**src/rtl/err_sweep_eval.sv**
```systemverilog
`default_nettype none
// ============================================================================
// Module   : err_sweep_eval
// Purpose  : Exhaustive error-evaluation harness. Sweeps every input vector
//            0..N_VEC-1 on pi, holds each for SETTLE+1 cycles, samples the
//            exact and approximate circuit responses on the last cycle, and
//            accumulates error metrics on chip.
// Ports    : clk, rst        - clock, synchronous active-high reset
//            start           - begin a sweep (honoured in IDLE or DONE only)
//            pi              - current input vector to both circuits
//            exact_po/appx_po- combinational responses of the two circuits
//            busy / done     - sweep in progress / result valid
//            err_cnt         - number of vectors with differing outputs
//            err_sum         - sum of |exact_po - appx_po|
//            err_max         - maximum |exact_po - appx_po|
//            worst_vec       - first vector reaching err_max
//            hd_sum          - sum of Hamming distances between outputs
// Revision : 1.0 - initial release
// ============================================================================
module err_sweep_eval #(
   parameter int N_IN   = 4,
   parameter int W_OUT  = 3,
   parameter int N_VEC  = 16,
   parameter int SETTLE = 1
) (
   input  logic                  clk,
   input  logic                  rst,
   input  logic                  start,
   output logic [N_IN-1:0]       pi,
   input  logic [W_OUT-1:0]      exact_po,
   input  logic [W_OUT-1:0]      appx_po,
   output logic                  busy,
   output logic                  done,
   output logic [N_IN:0]         err_cnt,
   output logic [W_OUT+N_IN-1:0] err_sum,
   output logic [W_OUT-1:0]      err_max,
   output logic [N_IN-1:0]       worst_vec,
   output logic [W_OUT+N_IN-1:0] hd_sum
);

   localparam int              SUM_W      = W_OUT + N_IN;
   localparam logic [N_IN-1:0] C_LAST_VEC = N_IN'(N_VEC - 1);
   // SETTLE is limited to 0..7, so a 3-bit counter always suffices
   localparam logic [2:0]      C_SETTLE   = 3'(SETTLE);

   typedef enum logic [1:0] {
      ST_IDLE  = 2'd0,
      ST_SWEEP = 2'd1,
      ST_DONE  = 2'd2
   } state_t;

   state_t            state_q,     state_d;
   logic [N_IN-1:0]   pi_q,        pi_d;
   logic [2:0]        settle_q,    settle_d;
   logic              busy_q,      busy_d;
   logic              done_q,      done_d;
   logic [N_IN:0]     err_cnt_q,   err_cnt_d;
   logic [SUM_W-1:0]  err_sum_q,   err_sum_d;
   logic [W_OUT-1:0]  err_max_q,   err_max_d;
   logic [N_IN-1:0]   worst_vec_q, worst_vec_d;
   logic [SUM_W-1:0]  hd_sum_q,    hd_sum_d;

   // Absolute difference at one extra bit so the subtraction cannot wrap
   logic [W_OUT:0]    w_diff;
   logic [W_OUT-1:0]  w_xor;
   logic [SUM_W-1:0]  w_hd;

   always_comb begin
      if (exact_po >= appx_po) begin
         w_diff = {1'b0, exact_po} - {1'b0, appx_po};
      end else begin
         w_diff = {1'b0, appx_po} - {1'b0, exact_po};
      end
      w_xor = exact_po ^ appx_po;
      w_hd  = '0;
      for (int i = 0; i < W_OUT; i++) begin
         w_hd = w_hd + SUM_W'(w_xor[i]);
      end
   end

   always_comb begin
      state_d     = state_q;
      pi_d        = pi_q;
      settle_d    = settle_q;
      busy_d      = busy_q;
      done_d      = done_q;
      err_cnt_d   = err_cnt_q;
      err_sum_d   = err_sum_q;
      err_max_d   = err_max_q;
      worst_vec_d = worst_vec_q;
      hd_sum_d    = hd_sum_q;

      case (state_q)
         ST_IDLE, ST_DONE: begin
            if (start) begin
               state_d     = ST_SWEEP;
               pi_d        = '0;
               settle_d    = '0;
               busy_d      = 1'b1;
               done_d      = 1'b0;
               err_cnt_d   = '0;
               err_sum_d   = '0;
               err_max_d   = '0;
               worst_vec_d = '0;
               hd_sum_d    = '0;
            end
         end
         ST_SWEEP: begin
            if (settle_q == C_SETTLE) begin
               err_cnt_d = err_cnt_q + (N_IN+1)'(w_diff != '0);
               err_sum_d = err_sum_q + SUM_W'(w_diff);
               hd_sum_d  = hd_sum_q + w_hd;
               // Strictly greater: on ties the earlier vector is kept
               if (w_diff > {1'b0, err_max_q}) begin
                  err_max_d   = w_diff[W_OUT-1:0];
                  worst_vec_d = pi_q;
               end
               if (pi_q == C_LAST_VEC) begin
                  state_d = ST_DONE;
                  busy_d  = 1'b0;
                  done_d  = 1'b1;
               end else begin
                  pi_d     = pi_q + 1'b1;
                  settle_d = '0;
               end
            end else begin
               settle_d = settle_q + 3'd1;
            end
         end
         default: begin
            state_d = ST_IDLE;
         end
      endcase
   end

   always_ff @(posedge clk) begin
      if (rst) begin
         state_q     <= ST_IDLE;
         pi_q        <= '0;
         settle_q    <= '0;
         busy_q      <= 1'b0;
         done_q      <= 1'b0;
         err_cnt_q   <= '0;
         err_sum_q   <= '0;
         err_max_q   <= '0;
         worst_vec_q <= '0;
         hd_sum_q    <= '0;
      end else begin
         state_q     <= state_d;
         pi_q        <= pi_d;
         settle_q    <= settle_d;
         busy_q      <= busy_d;
         done_q      <= done_d;
         err_cnt_q   <= err_cnt_d;
         err_sum_q   <= err_sum_d;
         err_max_q   <= err_max_d;
         worst_vec_q <= worst_vec_d;
         hd_sum_q    <= hd_sum_d;
      end
   end

   assign pi        = pi_q;
   assign busy      = busy_q;
   assign done      = done_q;
   assign err_cnt   = err_cnt_q;
   assign err_sum   = err_sum_q;
   assign err_max   = err_max_q;
   assign worst_vec = worst_vec_q;
   assign hd_sum    = hd_sum_q;

endmodule
`default_nettype wire

```
**config.mk**
```make
export PLATFORM = sky130hd
export DESIGN_NAME = err_sweep_eval
export DESIGN_NICKNAME = d
export VERILOG_FILES = /design/src/rtl/err_sweep_eval.sv
export SDC_FILE = /design/constraint.sdc
export NUM_CORES = 1
export LEC_CHECK = 0
export CORE_MARGIN = 1
export CORE_UTILIZATION = 30
export CTS_CLUSTER_SIZE = 14
export DETAILED_ROUTE_END_ITERATION = 8
export HOLD_SLACK_MARGIN = 0.06
export MAX_ROUTING_LAYER = met4
export PLACE_DENSITY = 0.5
export REMOVE_ABC_BUFFERS = 1
export SYNTH_ARGS = -nofsm -noshare
export SYNTH_HDL_FRONTEND = slang
export SYNTH_SLANG_ARGS = --single-unit
```
**constraint.sdc**
```tcl
create_clock -name clk -period 5.8 [get_ports clk]
set_input_delay 1.45 -clock clk [delete_from_list [all_inputs] [get_ports clk]]
set_output_delay 1.45 -clock clk [all_outputs]
set_load 0.05 [all_outputs]
```
After elaboration in Yosys (flattened, before gate mapping). Index checks and enable logic that the tools add are counted.

Flip-flop bits (word level): 37. Input bits: 9. Output and inout port bits: 32. Logic and storage cells: 77.

Add/sub/neg operators: 9. $lt $le $gt $ge: 2. Eq/ne operators: 10. Mux-type cells: 35. Bitwise operators: 1. Reductions and logical operators: 10.

Operators with widths (count): $pmux 7 s2 (2); $mux 4 (6); $mux 7 (3); $pmux 4 s2 (2); $mux 3 (5); $pmux 3 s2 (2); $reduce_and 4->1 (3); $mux 5 (2); $ne 2x2->1 const B (5); $pmux 5 s2 (1); $reduce_and 3->1 (3); $sub 3x3->4 (2); $add 7x3->7 (1); $add 7x4->7 (1); $mux 1 (6); $mux 2 (3); $add 5x1->5 (1); $add 4x1->4 const B (1); $eq 4x4->1 const B (1); $gt 4x3->1 (1); $pmux 1 s2 (2); $pmux 2 s2 (1); $reduce_bool 4->1 (1); $add 2x1->3 (1); other kinds (11) (11).

Logic depth before layout (Yosys ltp).
Word-level depth: 6. Gate-level depth with buffers: 15. Mapped depth without buffers: 15.

Worst setup path after synthesis. Ideal clock, no wire load.

Path type: input to register. Start: in exact_po[0]. End: reg err_max_q[0] (netlist: err_max[0]). Setup time: 0.121 ns. Data arrival time: 3.974 ns. Data required time: 5.679 ns. Setup slack: 1.705 ns. Stages: 14. Buffers on the path: 0. Cells stage by stage: inv_1 ha_1 inv_1 fa_1 inv_1 fa_1 mux2_2 inv_1 ha_1 nand3_1 o21ai_0 o21a_1 a21oi_4 mux2_2.

Word-level cells in the longest chain between the ends: 5. Elaborated cells between the ends (all ways): 10. Classes of those cells: add/sub (2); order compare (2); eq/ne (1); mux (4); reduce/logical (1).

RTL lines: start: declaration (line 30) `input logic [W_OUT-1:0] exact_po,`; $sub 3x3->4 (tied with other cells) (line 72) `w_diff = {1'b0, appx_po} - {1'b0, exact_po};`; $mux 4 (*) (line 69) `if (exact_po >= appx_po) begin`; $gt 4x3->1 or $mux 3 (tied branches) (line 114) `if (w_diff > {1'b0, err_max_q}) begin`; $ne 2x2->1 (no line) or $mux 3 (tied branches); $reduce_and 4->1 (no line) or $pmux 3 s2 (tied branches); end signal: assignment (line 156) `err_max_q <= err_max_d;`; end: declaration (line 59) `logic [W_OUT-1:0] err_max_q, err_max_d;`.

Every way passes the cells marked *; elsewhere a longest branch is shown, timed or not. The select of a mux whose other input is x is not followed. A chain may end at the register's enable or synchronous reset.

Final worst setup path.
Start: in exact_po[0]. End: reg err_max_q[1] (netlist: err_max[1]).

Same word-level chain as after synthesis.

==> results summary <==
Counting both buffers and inverters, the worst setup path holds a total of 5. By instance count, the cell type seen most on the critical path is inv_1. After global routing the overflow that remains totals 0. Once layout is done, the placed cells without fillers occupy between 2000 and 3000 µm². The instance count of the mapped netlist came out at approximately 240.

The final number of max-transition violations came out at 0. The number of global-route vias before repair is approximately 1700. The starting density of the core is a little under a third. The total leakage power is 1.06 nW. The fraction of layout cells with a size suffix above 1 is 7.12%. After synthesis, the netlist uses 40 different library cells. The net switching power came out at 0.000171 W. The repair_antennas step left the layout with diodes totalling 0. For this design, the slowest cell found on the critical path is clkdlybuf4s50_1. The core utilization of the finished layout is 39.9%. The die is 86.9 µm tall. The wire length per cell came out at 12.5 µm.

Setup repair after global routing left no endpoint under its margin. The maximum clock skew at final layout is just under 0.009 ns. The number of buffer cells added on primary ports is 40. Entering global routing, the biggest net connects 31 pins. The global-route usage over all layers came out at 14.0%. Compared with the post-synthesis result, the final layout area differs by 26.8%. Of all nets on the critical path, the largest fanout is 7. Before antenna repair, the detailed router went through 4 iterations. On the critical path the largest part of the delay comes from adder cells. Sequential cells account for 46.0% of the total power. Once the clock tree was built, the setup fixing pass inserted 0 buffers. The ratio of final minimum period to clock period came out at between 70% and 80%.

Setup violations remaining at the end of the flow were counted as 0. The critical path data arrival time is approximately 4.7 ns. After synthesis, the mean cell area works out to between 9 and 10 µm². The clock network power share came out at 31.8%.

The routed design has ~4.7 mm of wire. The worst-margin pin slew is 0.530 ns. The internal portion of total power came out at a little over 0.0004 W. For this run, the slowest stage of the critical path takes between 0.4 and 0.5 ns. Sequential cells were found to cover roughly 34% of the synthesized design area. The post-detailed-route via-to-cell ratio came out at roughly 4.6.

Gates resized during post-CTS repair numbered 0. The clock period minus worst slack came out at roughly 4.5 ns. The worst relative slew slack is between 60% and 70%. The number of rows created at floorplan came out at 30. The I/O pin total came out at around 40. The number of enable-type register cells in the synthesized netlist came out at 0. The number of design-rule violations left by the first detailed-router iteration is 53. The power after layout came out at ~0.00058 W. The maximum VDD drop came out at 0.0898 mV. The area of the mapped netlist is 2160 µm².

The total placed instance area is about 2700 µm². The half-perimeter wire length after placement came out at approximately 3.5 mm. The count of maximum capacitance violations is 0. After layout, the worst setup slack is about 1.3 ns. In the routed design, unresolved DRC markers number 0. The critical path data required time came out at ~6 ns.

The sink count of the clock tree came out at 37. The pre-CTS worst setup slack came out at slightly above 1 ns. The first-pass GRT wire length came out at 7.91 mm. The total CTS buffers came out at 5. The most used flip-flop cell after synthesis is dfxtp_1.

CTS placed an instance of clkbuf_8 at the clock tree root. The clock-pin slew of the registers on the worst-case setup and hold paths came out at roughly 0.070 ns. Measured along the x axis, the die boundary spans between 80 and 90 µm. The share of total power dissipated in combinational logic is 22.2%. The critical path is of the input pin to flip-flop type. The weighted congestion at the end of routability-driven global placement is 0.736. The number of buffers inserted for hold repair after clock tree synthesis is 0. The area of the placeable core came out at between 6000 and 7000 µm².

In this run the worst hold path is classified as flip-flop to flip-flop. Traced cell by cell, the critical path runs through clkdlybuf4s50_1, inv_1, ha_1, inv_1, fa_1, inv_1, fa_1, nand2_1, mux2i_1, inv_1, ha_1, nand3_1, o21ai_0, o21a_1, a21oi_4, mux2_2. The register bit count reported by yosys came out at 37. The area enclosed by the die boundary is 7560 µm².

The maximum root-to-sink buffer count came out at 2. The layout net count is between 300 and 400. The post-detailed-route count of antenna-violating nets came out at 0. Counting flops with an async set or reset pin after synthesis yields a share of 0%. The share of total power consumed by net switching is between 20 and 30%. The Yosys step of the flow raised 0 warnings. The hold violation total from the final report is 0. The worst setup path is launched from an input pin.

The sort of element at the end of the critical path is a flip-flop. The most common library cell in the layout ignoring fill and taps is clkdlybuf4s50_1. The initial antenna violation count was 0. For the final routed database, the setup TNS stands at 0 ns.

Leaving out fill and tap cells, the most frequent cells in the layout are clkdlybuf4s50_1, dfxtp_1, nor2_1. The overall via count from detail_route came out at between 1500 and 2000. The number of H-tree levels is 2. The TritonCTS clock tree is done.

The clock insertion delay at the later pin of the skew report came out at around 0.28 ns. For this design the ratio of total power to cell area is 210 nW/µm². The flow ran to the end, and the final reports show no timing, DRC or antenna violations. The highest clock frequency the design can meet came out at 0.223 GHz.
-- worst paths after layout --
| kind | start | end | slack (ns) | cells after the start |
|---|---|---|---|---|
| setup / recovery | exact_po[0] | err_max[1] | 1.32 | 16 |
| hold / removal | worst_vec[2] | worst_vec[2] | 0.48 | 2 |
| hold reg to reg | worst_vec[2] | worst_vec[2] | 0.48 | 2 |
| setup reg to reg | hd_sum[0] | hd_sum[6] | 3.53 | 9 |
-- cells by family after synthesis --
kind of cell	synth area share (%)
XOR/XNOR	6.47
buffers and inverters	6.82
flip-flops	34.2
adder cells (fa/ha/maj)	16.5
AO/OA/AOI/OAI	13.4
AND/OR/NAND/NOR	19.5
multiplexers	3.06
-- synthesized netlist by cell type, types with 2 or more instances --
master,n,area [µm²]
or3_1,2,12.5
o21ai_0,6,30.0
dfxtp_1,37,741
ha_1,19,238
nand4_1,3,18.8
nand2_1,10,37.5
nor2_1,29,109
nand2b_1,6,37.5
fa_1,6,120
o211ai_1,3,22.5
nor2b_1,3,18.8
a21o_1,3,22.5
a21oi_1,12,60.1
nand3_1,7,35.0
xor2_1,7,61.3
buf_6,2,22.5
xnor2_1,9,78.8
a22oi_1,7,52.6
o32ai_1,5,43.8
clkbuf_1,4,15.0
mux2_2,5,56.3
inv_1,28,105
nor3_1,8,40.0
or2_2,2,12.5
-- state kept, by name, summed over array words and instances, names as in the netlist, 2 cells and up --
register and flops:
err_cnt 5, err_max 3, err_sum 7, hd_sum 7, pi 4, settle_q 3
state_q 2, worst_vec 4
-- power by group through the flow --
stage	Sequential, W	Clock [W]	Combinational, W
floorplan	0.000281	0	0.0000786
detailed placement	0.000271	0	0.000130
finish	0.000265	0.000183	0.000128
global placement	0.000271	0	0.000128
global route	0.000266	0.000201	0.000146
CTS	0.000265	0.000192	0.000130
-- final cells by class --
class / instances / area, µm²
multi-input combinational: 167 / 1280
tap: 96 / 120
clock buffer: 7 / 86.3
sequential: 37 / 741
timing repair buffer: 42 / 415
inverter: 28 / 105
fill: 727 / 4130
-- per-layer routing --
layer  vias up  track usage [%]  wire [µm]  part of all wire [%]
met3         4             3.13        226                   4.8
li1        900                -          -                     -
met5         -                -          0                     0
met4         0             4.55         38                  0.81
met1       810             18.9       2390                    51
met2        34             20.5       2050                    44
-- worst reg2reg max path, stage by stage (launching register included) --
cell,delay (ns)
dfxtp_1,0.35
inv_1,0.07
fa_1,0.46
inv_1,0.07
ha_1,0.18
inv_1,0.06
fa_1,0.45
nor4_4,0.31
xnor2_1,0.14
nor2_1,0.05
-- through the flow --
| stage | std cells | hold WS (ns) |
|---|---|---|
| global route | 377 | 0.516 |
| global placement | 370 | 0.472 |
| finish | 377 | 0.481 |
| detailed placement | 370 | 0.474 |
| floorplan | 232 | 0.456 |
| CTS | 377 | 0.484 |
(Power assumes the default switching activity.)
